==> src/rtl/prog_loader_pkg.sv <==
// loader_pkg: shared states and sizing constants for the boot program loader.
package loader_pkg;
   localparam int HDR_BYTES = 4;
   localparam int WORD_BYTES = 4;
   localparam int CNT_W = 16;
   typedef enum logic [3:0] {HDR0, HDR1, HDR2, HDR3, DATA, WRITE, CHK, DONE, ERR} state_t;
endpackage

==> src/rtl/prog_loader_if.sv <==
// prog_loader_if: byte stream, CPU RAM port, RAM port and status bundle of the loader.
interface prog_loader_if #(parameter int SIZE = 14);
   logic            in_valid;
   logic [7:0]      in_data;
   logic            in_ready;
   logic            cpu_wrEn;
   logic [SIZE-1:0] cpu_addr;
   logic [31:0]     cpu_data;
   logic            ram_we;
   logic [SIZE-1:0] ram_addr;
   logic [31:0]     ram_data;
   logic            cpu_rst;
   logic            done;
   logic            err;
   modport slave (input in_valid, in_data, cpu_wrEn, cpu_addr, cpu_data,
                  output in_ready, ram_we, ram_addr, ram_data, cpu_rst, done, err);
   modport master (output in_valid, in_data, cpu_wrEn, cpu_addr, cpu_data,
                   input in_ready, ram_we, ram_addr, ram_data, cpu_rst, done, err);
endinterface

==> src/rtl/prog_loader_word_asm.sv <==
// loader_word_asm: shifts bytes MSB-first into a 32-bit word, pulses word_rdy on the 4th byte.
module loader_word_asm
   import loader_pkg::*;
(
   input  logic        clk,
   input  logic        rst,
   input  logic        start,
   input  logic        push,
   input  logic [7:0]  din,
   output logic [31:0] word,
   output logic        word_rdy
);
   logic [$clog2(WORD_BYTES)-1:0] idx;
   always_ff @(posedge clk or posedge rst)
      if (rst) begin
         word <= '0;
         idx <= '0;
      end else if (start) begin
         word <= '0;
         idx <= '0;
      end else if (push) begin
         word <= {word[23:0], din};
         idx <= idx + 1'b1;
      end
   assign word_rdy = push & (&idx);
endmodule

==> src/rtl/prog_loader.sv <==
// prog_loader: boot loader writing a framed byte stream into RAM, then passing the CPU port through.
// Optional trailing checksum byte enabled by defining LOADER_CHECKSUM_EN.
module prog_loader
   import loader_pkg::*;
#(
   parameter int SIZE = 14
) (
   input logic          clk,
   input logic          rst,
   prog_loader_if.slave bus
);
`ifdef LOADER_CHECKSUM_EN
   localparam state_t FIN = CHK;
`else
   localparam state_t FIN = DONE;
`endif
   state_t           state;
   logic             in_ready, we, done, acc, word_rdy;
   logic [SIZE-1:0]  addr;
   logic [CNT_W-1:0] cnt, cnt_nx;
   logic [31:0]      word;
   assign acc = bus.in_valid & in_ready;
   assign cnt_nx = {cnt[7:0], bus.in_data};
   loader_word_asm u_asm (
      .clk,
      .rst,
      .start    (acc & (state == HDR3)),
      .push     (acc & (state == DATA)),
      .din      (bus.in_data),
      .word,
      .word_rdy
   );
`ifdef LOADER_CHECKSUM_EN
   logic [7:0] sum;
   logic       err;
   always_ff @(posedge clk or posedge rst)
      if (rst) sum <= '0;
      else if (acc) sum <= sum + bus.in_data;
`else
   logic err;
   assign err = 1'b0;
`endif
   // The address register doubles as the RAM address while loading.
   always_ff @(posedge clk or posedge rst)
      if (rst) begin
         state <= HDR0;
         in_ready <= 1'b0;
         we <= 1'b0;
         done <= 1'b0;
         addr <= '0;
         cnt <= '0;
`ifdef LOADER_CHECKSUM_EN
         err <= 1'b0;
`endif
      end else begin
         case (state)
            HDR0, HDR1: begin
               in_ready <= 1'b1;
               if (acc) begin
                  addr <= {addr[SIZE-9:0], bus.in_data};
                  state <= state == HDR0 ? HDR1 : HDR2;
               end
            end
            HDR2: if (acc) begin
               cnt <= cnt_nx;
               state <= HDR3;
            end
            HDR3: if (acc) begin
               cnt <= cnt_nx;
               if (cnt_nx == '0) begin
                  state <= FIN;
                  in_ready <= FIN == CHK;
                  done <= FIN == DONE;
               end else state <= DATA;
            end
            DATA: if (word_rdy) begin
               state <= WRITE;
               we <= 1'b1;
               in_ready <= 1'b0;
            end
            WRITE: begin
               we <= 1'b0;
               addr <= addr + 1'b1;
               cnt <= cnt - 1'b1;
               if (cnt == CNT_W'(1)) begin
                  state <= FIN;
                  in_ready <= FIN == CHK;
                  done <= FIN == DONE;
               end else begin
                  state <= DATA;
                  in_ready <= 1'b1;
               end
            end
`ifdef LOADER_CHECKSUM_EN
            CHK: if (acc) begin
               in_ready <= 1'b0;
               if (sum + bus.in_data == 8'h00) begin
                  state <= DONE;
                  done <= 1'b1;
               end else begin
                  state <= ERR;
                  err <= 1'b1;
               end
            end
`endif
            default: ;
         endcase
      end
   assign bus.in_ready = in_ready;
   assign bus.ram_we   = done ? bus.cpu_wrEn : we;
   assign bus.ram_addr = done ? bus.cpu_addr : addr;
   assign bus.ram_data = done ? bus.cpu_data : word;
   assign bus.cpu_rst  = ~done;
   assign bus.done     = done;
   assign bus.err      = err;
endmodule

==> src/flat_wrapper.sv <==
// flat-port wrapper written by rule: the top's interface ports become plain ports
module prog_loader_flat import loader_pkg::*;
#(
   parameter int SIZE = 14
)
  (clk, rst, bus_in_valid, bus_in_data, bus_cpu_wrEn, bus_cpu_addr, bus_cpu_data, bus_in_ready, bus_ram_we, bus_ram_addr, bus_ram_data, bus_cpu_rst, bus_done, bus_err);
  prog_loader_if #(.SIZE(SIZE)) bus_i ();
  input logic clk;
  input logic rst;
  input wire logic [$bits(bus_i.in_valid)-1:0] bus_in_valid;
  input wire logic [$bits(bus_i.in_data)-1:0] bus_in_data;
  input wire logic [$bits(bus_i.cpu_wrEn)-1:0] bus_cpu_wrEn;
  input wire logic [$bits(bus_i.cpu_addr)-1:0] bus_cpu_addr;
  input wire logic [$bits(bus_i.cpu_data)-1:0] bus_cpu_data;
  output wire logic [$bits(bus_i.in_ready)-1:0] bus_in_ready;
  output wire logic [$bits(bus_i.ram_we)-1:0] bus_ram_we;
  output wire logic [$bits(bus_i.ram_addr)-1:0] bus_ram_addr;
  output wire logic [$bits(bus_i.ram_data)-1:0] bus_ram_data;
  output wire logic [$bits(bus_i.cpu_rst)-1:0] bus_cpu_rst;
  output wire logic [$bits(bus_i.done)-1:0] bus_done;
  output wire logic [$bits(bus_i.err)-1:0] bus_err;
  assign bus_i.in_valid = bus_in_valid;
  assign bus_i.in_data = bus_in_data;
  assign bus_i.cpu_wrEn = bus_cpu_wrEn;
  assign bus_i.cpu_addr = bus_cpu_addr;
  assign bus_i.cpu_data = bus_cpu_data;
  assign bus_in_ready = bus_i.in_ready;
  assign bus_ram_we = bus_i.ram_we;
  assign bus_ram_addr = bus_i.ram_addr;
  assign bus_ram_data = bus_i.ram_data;
  assign bus_cpu_rst = bus_i.cpu_rst;
  assign bus_done = bus_i.done;
  assign bus_err = bus_i.err;
  prog_loader #(.SIZE(SIZE)) u_core (.clk(clk), .rst(rst), .bus(bus_i));
endmodule
==> config.mk <==
export PLATFORM = sky130hd
export DESIGN_NAME = prog_loader_flat
export DESIGN_NICKNAME = d
export VERILOG_FILES = /design/src/rtl/prog_loader_pkg.sv /design/src/rtl/prog_loader_if.sv /design/src/rtl/prog_loader_word_asm.sv /design/src/rtl/prog_loader.sv /design/src/flat_wrapper.sv
export SDC_FILE = /design/constraint.sdc
export NUM_CORES = 1
export LEC_CHECK = 0
export CORE_UTILIZATION = 43
export CTS_CLUSTER_DIAMETER = 120
export CTS_CLUSTER_SIZE = 10
export DETAILED_ROUTE_END_ITERATION = 12
export MAX_ROUTING_LAYER = met4
export PLACE_DENSITY = 0.75
export SETUP_SLACK_MARGIN = 0.02
export SLEW_MARGIN = 30
export SYNTH_ARGS = -nofsm -noshare
export SYNTH_HDL_FRONTEND = slang
export SYNTH_SLANG_ARGS = --single-unit
==> constraint.sdc <==
create_clock -name clk -period 2.4 [get_ports clk]
set_clock_uncertainty 0.05 [all_clocks]
set_input_delay 0.48 -clock clk [delete_from_list [all_inputs] [get_ports clk]]
set_output_delay 0.48 -clock clk [all_outputs]
set_load 0.005 [all_outputs]
**Word-level counts from Yosys, hierarchy flattened**

Cells that the tools add are included.

- Logic and storage cells: 77
- Output and inout bits: 51
- Bits in registers: 71

- Bitwise operators: 5
- Reduce and logical (&&, ||, !) cells: 18
- Eq/ne operators: 13
- Add/sub/neg operators: 3
- Mux-type cells: 30

Operator list:

| operator | count |
|---|---|
| $mux W32 | 3 |
| $pmux W16 S2 | 1 |
| $mux W14 | 2 |
| $pmux W14 S2 | 1 |
| $pmux W4 S5 | 1 |
| $eq A16 B1 Y1 const B | 1 |
| $logic_not A16 Y1 | 1 |
| $mux W16 | 1 |
| $mux W4 | 4 |
| $sub A16 B1 Y16 const B | 1 |
| $add A14 B1 Y14 const B | 1 |
| $mux W2 | 5 |
| $ne A2 B1 Y1 const B | 5 |
| $reduce_bool A2 Y1 | 5 |
| $mux W1 | 9 |
| $eq A4 B2 Y1 const B | 2 |
| $eq A4 B3 Y1 const B | 2 |
| $reduce_and A2 Y1 | 4 |
| $reduce_and A4 Y1 | 2 |
| $reduce_and A5 Y1 | 1 |
| $reduce_bool A5 Y1 | 1 |
| $and A1 B1 Y1 | 4 |
| $eq A4 B1 Y1 const B | 1 |
| $logic_not A4 Y1 | 1 |
| other kinds (7) | 10 |

**Logic depth before layout (Yosys ltp)**

- Depth in word-level cells: 5
- Depth in mapped cells: 9

**Hierarchy**

Synthesis repeated with hierarchy kept, for this count alone.

- Cells, all modules: 468
- Area total of the unflattened synthesis: 4,454.3 sq um

Modules (own cells, without submodules):

| module | area an instance (sq um) | instances | cells an instance | seq. area each (sq um) |
|---|---|---|---|---|
| prog_loader | 3,022.9 | 1 | 355 | 900.9 |
| loader_word_asm | 1,431.4 | 1 | 113 | 850.8 |

**Worst setup path after synthesis**

OpenSTA, ideal clock, no wires.

- Path kind: register -> register
- Start: reg u_core.state[2]
- End: reg u_core.addr[3]
- Clock period less this slack: 1.891 ns
- Path buffers: 3
- Path slack: 0.509 ns
- Setup time: 0.121 ns
- Arrival: 1.720 ns
- Cell stages (with the launch flop): 10
- Cells stage by stage: dfrtp_1 > buf_2 > inv_1 > ha_1 > clkbuf_1 > nand3_1 > o21ai_1 > buf_2 > o21ai_0 > a22o_1

- Word-level cells in the longest chain between the ends: 4

RTL lines:

| item | line | text |
|---|---|---|
| from (decl) | prog_loader.sv:17 | `state_t state;` |
| from (signal assigned) | prog_loader.sv:61 | `state <= state == HDR0 ? HDR1 : HDR2;` |
| $eq A4 B1 Y1 or $logic_not A4 Y1 (tied branches) | prog_loader.sv:56 | `case (state)` |
| $reduce_or A2 Y1 | prog_loader.sv:56 |  |
| $ne A2 B1 Y1 (no source line) or $reduce_bool A2 Y1 (tied branches) | -- |  |
| $reduce_and A2 Y1 (no source line) | -- |  |
| to (signal assigned) | prog_loader.sv:60 | `addr <= {addr[SIZE-9:0], bus.in_data};` |
| to (signal assigned) | prog_loader.sv:83 | `addr <= addr + 1'b1;` |
| to (decl) | prog_loader.sv:19 | `logic [SIZE-1:0] addr;` |

Parallel ways exist; a longest one is shown, timed or not.
A chain may end at the register's enable or synchronous reset.

**Worst setup path after layout**

- Start: reg u_core.done (netlist: u_core.bus.done)
- End: out bus_ram_data[14]

- Word-level cells in the longest chain between the ends: 1

RTL lines:

| item | line | text |
|---|---|---|
| from (decl) | prog_loader.sv:18 | `logic in_ready, we, done, acc, word_rdy;` |
| from (signal assigned) | prog_loader.sv:49 | `done <= 1'b0;` |
| from (signal assigned) | prog_loader.sv:73 | `done <= FIN == DONE;` |
| from (signal assigned) | prog_loader.sv:88 | `done <= FIN == DONE;` |
| $mux W32 | prog_loader.sv:112 | `assign bus.ram_data = done ? bus.cpu_data : word;` |
| to (decl) | flat_wrapper.sv:18 | `output wire logic [$bits(bus_i.ram_data)-1:0] bus_ram_data;` |

Every way passes these cells.

==> impl.org <==
** Outcome
- The run finished with clean final reports.

** Layout
- The area growth from synthesis to layout is 34.3%.
- The filler cells instantiated in the layout total between 700 and 800.
- Proportion of layout cells with a drive suffix above 1 :: 0.168
- Non-filler cells, final :: between 600 and 700
- Once layout is done, the placed cells without fillers occupy 5710 sq um.
- Final nets :: 608
- The number of antenna diodes in the final layout is 0.

** Timing
- Setup violations remaining at the end of the flow were counted as 0.
- The number of max-slew violations in the final report came to 0.
- Setup repair after global routing could not meet its margin everywhere.
- Final number of hold-violating endpoints :: 0
- Minimum clock period after layout :: around 2300 ps
- In the finished design, the share of the clock period the worst path needs comes to 0.967.
- Setup total negative slack on the finished layout was measured at 0 ps.
- FMAX :: between 400 and 500 MHz
- PnR worst setup slack :: around 80 ps
- For the pin with the worst max-slew slack, the measured transition is 573 ps.
- Remaining max-slew budget at the tightest pin :: 0.615
- Across all hold checks on the routed design, the worst slack comes to 456 ps.

** Clocking
- The tree built by TritonCTS fans out to 70 sinks.
- The clock tree synthesis step divided the H-tree into 3 levels.
- Deepest clock path buffer count :: 2
- Clock latency of the later-clocked register in the worst-skew pair :: 350 ps
- The cell sitting at the root of the clock tree is a sky130_fd_sc_hd__clkbuf_8.
- The number of clock buffers added by TritonCTS is 9.
- TritonCTS built the clock tree.
- Clock-pin slew was measured on the worst setup and hold paths at 80 ps.

** Floorplanning
- The floorplan step set the die height to between 100 and 150 um.
- The die covers ~10000 sq um.
- Starting density of the core :: 0.452
- In this run the count of I/O pins placed on the die edge is 109.
- Row generation in the floorplan step produced 35 rows.
- Die outline width :: 101 um
- Core area :: ~9400 sq um

** GRT
- Entering global routing, the biggest net connects 71 pins.
- In the global route stage, overall resource usage came out at 0.245.
- Antenna violations before repair :: 0
- The first global-routing pass estimated approximately 19 mm of wire.
- The number of global-route vias before repair was 3748.
- Total gr overflow :: 0

** Setup path
- Crit Reg-Reg Startpoint :: u_core.state[1]$_DFFE_PP0P_
- Worst setup SP type :: flop
- The worst setup path is captured at an output pin.
- Slowest-stage cell, CP :: sky130_fd_sc_hd__clkdlybuf4s50_1
- At the worst endpoint, the required time is 1870 ps.
- The critical path starts at u_core.bus.done$_DFFE_PP0P_.
- Maximum fanout count along the critical path :: 25
- In this design, the stage delay of the slowest critical-path cell is 450 ps.
- Worst Path Class, Setup :: flop to output pin
- For the worst setup path, the data arrival time is 1790 ps.
- Walking the worst path, the cells encountered are buf_12, mux2_2, clkdlybuf4s50_1.
- In this design, the largest share of critical-path delay is due to buffers and inverters.
- Number of buffer and inverter instances along the worst setup path :: 2

** Drt
- Wire length per cell after detailed routing :: 17.3 um
- The first detailed-routing pass took 5 iterations.
- Total via count in the routed design :: 4004
- Starting DRT DRC Count :: between 200 and 250
- Remaining design rule violation count :: 0
- Number of routed nets with antenna violations :: 0
- After detailed routing, the total wire length is 11.7 mm.
- Detailed-route vias per instance :: 5.92

** Placed design
- Post-detail-place hpwl :: 8.42 mm
- Routability congestion estimate :: roughly 1
- OpenSTA, run right after detailed placement, puts the worst setup slack at 256 ps.
- After detailed placement, the total cell area comes to between 5000 and 6000 sq um.
- DP Cell Count :: 659
- Total of buffers placed on input and output ports :: approximately 110

** Yosys
- Counting flops with an async set or reset pin after synthesis yields a share of 1.00.
- sky130_fd_sc_hd__dfrtp_1 takes more of the synthesized area than any other cell.
- Synthesis produced a netlist with a net count of 506.
- Cells after Synth :: 440
- The share of the Yosys chip area taken by registers is 0.412.
- Share of the synthesized area in the top cell type :: 0.412
- In this run, synthesis produced a sequential element count of 70.
- Number of enable-type register cells in the synthesized netlist :: 0
- Ranked by total cell area, the synthesized netlist is headed by sky130_fd_sc_hd__dfrtp_1 41%, sky130_fd_sc_hd__mux2_2 12%, sky130_fd_sc_hd__a22o_1 7.0%.
- The mapped netlist covers 4250 sq um.
- Mean instance size in the synthesized netlist :: 9.67 sq um
- Yosys printed 0 warnings.
- Number of different library cells in the post-synthesis netlist :: 63
- The most used flip-flop cell after synthesis is sky130_fd_sc_hd__dfrtp_1.

** Pwr
- IR analysis of the VDD net gives a maximum drop of approximately 0.00034 V.
- Leakage power total :: 2.35 nW
- Dividing total power by cell area gives a power density of 410 nW/um^2.

** Job
- The tool flagged a number of max-cap violations equal to 0.

** Min path
- In this run the worst hold path is classified as primary input to asynchronous set/reset pin.
-- registers in the layout, indices dropped and copies added (netlist names) --
signal and count:
u_core.u_asm.idx 2, u_core.bus.done 1, u_core.bus.in_ready 1, u_core.u_asm.word 32, u_core.state 3, u_core.addr 14, u_core.we 1, u_core.cnt 16
-- stage by stage --
step	total power, mW	utilization
5_1_grt	2.44	0.607
4_1_cts	2.37	0.606
6_report	2.34	0.607
3_5_place_dp	1.48	0.586
3_3_place_gp	1.48	0.586
2_1_floorplan	1.28	-
-- final timing paths --
check | cells after the start | to | slack [ps]
setup / recovery | 3 | bus_ram_data[14] | 80
hold / removal | 3 | u_core.state[0]$_DFFE_PP0P_ | 460
setup reg to reg | 7 | u_core.addr[3]$_DFFE_PP0P_ | 190
hold reg to reg | 1 | u_core.u_asm.word[26]$_DFFE_PP0P_ | 460
max in group asynchronous | 3 | u_core.cnt[14]$_DFFE_PP0P_ | 1520
min in group clk | 1 | u_core.u_asm.word[26]$_DFFE_PP0P_ | 460
-- timing repair --
item	CTS	global route
hold buffers	0	0
resized for setup	0	1
setup endpoints to repair	34	10
setup buffers	1	0
pin swaps	0	0
-- cell families after synthesis --
kind of cell               Yosys count  synth area share
muxes                               46             0.122
other                                1          0.000882
buffers and inverters               46            0.0477
AOI/OAI and AO/OA                  138             0.227
adders and majority gates            8            0.0235
DFF                                 70             0.412
and+or+nand+nor                    131             0.168
-- metal layers --
metal / share of wire / vias up / GRT usage / wire [um]
met5: 0 / - / - / 0
met4: 0.0088 / 0 / 0.0769 / 103
li1: - / 1869 / - / -
met1: 0.43 / 1936 / 0.319 / 5020
met3: 0.070 / 14 / 0.0421 / 821
met2: 0.49 / 185 / 0.389 / 5730
-- cells in the final DEF, fill, tap and decap left out, types with 3 or more instances in the layout --
master / Yosys / routed
sky130_fd_sc_hd__clkdlybuf4s50_1: 0 / 107
sky130_fd_sc_hd__dfrtp_1: 70 / 69
sky130_fd_sc_hd__mux2_2: 45 / 45
sky130_fd_sc_hd__a22o_1: 34 / 34
sky130_fd_sc_hd__nand2_1: 31 / 31
sky130_fd_sc_hd__o21ai_0: 29 / 29
sky130_fd_sc_hd__nor2_1: 26 / 26
sky130_fd_sc_hd__a21oi_1: 23 / 23
sky130_fd_sc_hd__nand3_1: 16 / 16
sky130_fd_sc_hd__nor3_1: 12 / 12
sky130_fd_sc_hd__buf_4: 1 / 12
sky130_fd_sc_hd__inv_1: 12 / 11
sky130_fd_sc_hd__clkbuf_8: 0 / 10
sky130_fd_sc_hd__nand4_1: 9 / 9
sky130_fd_sc_hd__ha_1: 8 / 8
sky130_fd_sc_hd__a31oi_1: 7 / 7
sky130_fd_sc_hd__a211oi_1: 5 / 5
sky130_fd_sc_hd__nor4_1: 5 / 5
sky130_fd_sc_hd__o22ai_1: 5 / 5
sky130_fd_sc_hd__buf_12: 0 / 5
sky130_fd_sc_hd__o21a_1: 4 / 4
sky130_fd_sc_hd__or3_1: 4 / 4
sky130_fd_sc_hd__nand3b_1: 3 / 3
sky130_fd_sc_hd__a22oi_1: 3 / 3
sky130_fd_sc_hd__and3_1: 3 / 3
sky130_fd_sc_hd__nor4b_1: 3 / 3
sky130_fd_sc_hd__a32oi_1: 3 / 3
sky130_fd_sc_hd__o2bb2ai_1: 3 / 3
sky130_fd_sc_hd__clkinvlp_4: 0 / 3
-- tightest hold or removal path, cell delays in order --
cell and delay, ps:
sky130_fd_sc_hd__clkdlybuf4s50_1 410, sky130_fd_sc_hd__inv_2 70, sky130_fd_sc_hd__buf_12 300
-- cell type report --
| class | instances | area [sq um] | share of cell area |
|---|---|---|---|
| tap | 129 | 161 | 0.0283 |
| multi-input combinational | 324 | 2300 | 0.402 |
| sequential | 70 | 1750 | 0.307 |
| inverter | 12 | 45.0 | 0.00788 |
| timing repair buffer | 125 | 1270 | 0.223 |
| clock inverter | 6 | 45.0 | 0.00788 |
| clock buffer | 10 | 138 | 0.0241 |
-- where the power goes --
part	switching (mW)	internal (mW)	leakage (nW)
logic	0.0858	0.189	1.39
registers	0.00170	1.18	0.876
clock network	0.479	0.408	0.0853
-- synthesized netlist by cell type (2+ instances only) --
master,number
sky130_fd_sc_hd__dfrtp_1,70
sky130_fd_sc_hd__mux2_2,45
sky130_fd_sc_hd__a22o_1,34
sky130_fd_sc_hd__nand2_1,31
sky130_fd_sc_hd__o21ai_0,29
sky130_fd_sc_hd__nor2_1,26
sky130_fd_sc_hd__a21oi_1,23
sky130_fd_sc_hd__clkbuf_1,16
sky130_fd_sc_hd__nand3_1,16
sky130_fd_sc_hd__buf_2,15
sky130_fd_sc_hd__inv_1,12
sky130_fd_sc_hd__nor3_1,12
sky130_fd_sc_hd__nand4_1,9
sky130_fd_sc_hd__ha_1,8
sky130_fd_sc_hd__a31oi_1,7
sky130_fd_sc_hd__a211oi_1,5
sky130_fd_sc_hd__nor4_1,5
sky130_fd_sc_hd__o22ai_1,5
sky130_fd_sc_hd__o21a_1,4
sky130_fd_sc_hd__or3_1,4
sky130_fd_sc_hd__a22oi_1,3
sky130_fd_sc_hd__a32oi_1,3
sky130_fd_sc_hd__and3_1,3
sky130_fd_sc_hd__nand3b_1,3
sky130_fd_sc_hd__nor4b_1,3
sky130_fd_sc_hd__o2bb2ai_1,3
sky130_fd_sc_hd__a2bb2oi_1,2
sky130_fd_sc_hd__nand2b_1,2
sky130_fd_sc_hd__nor3b_1,2
sky130_fd_sc_hd__o22a_1,2
sky130_fd_sc_hd__o2bb2a_1,2
sky130_fd_sc_hd__o31ai_1,2
sky130_fd_sc_hd__o32ai_1,2
sky130_fd_sc_hd__or3b_1,2
sky130_fd_sc_hd__or4_4,2
(Power assumes the default switching activity.)
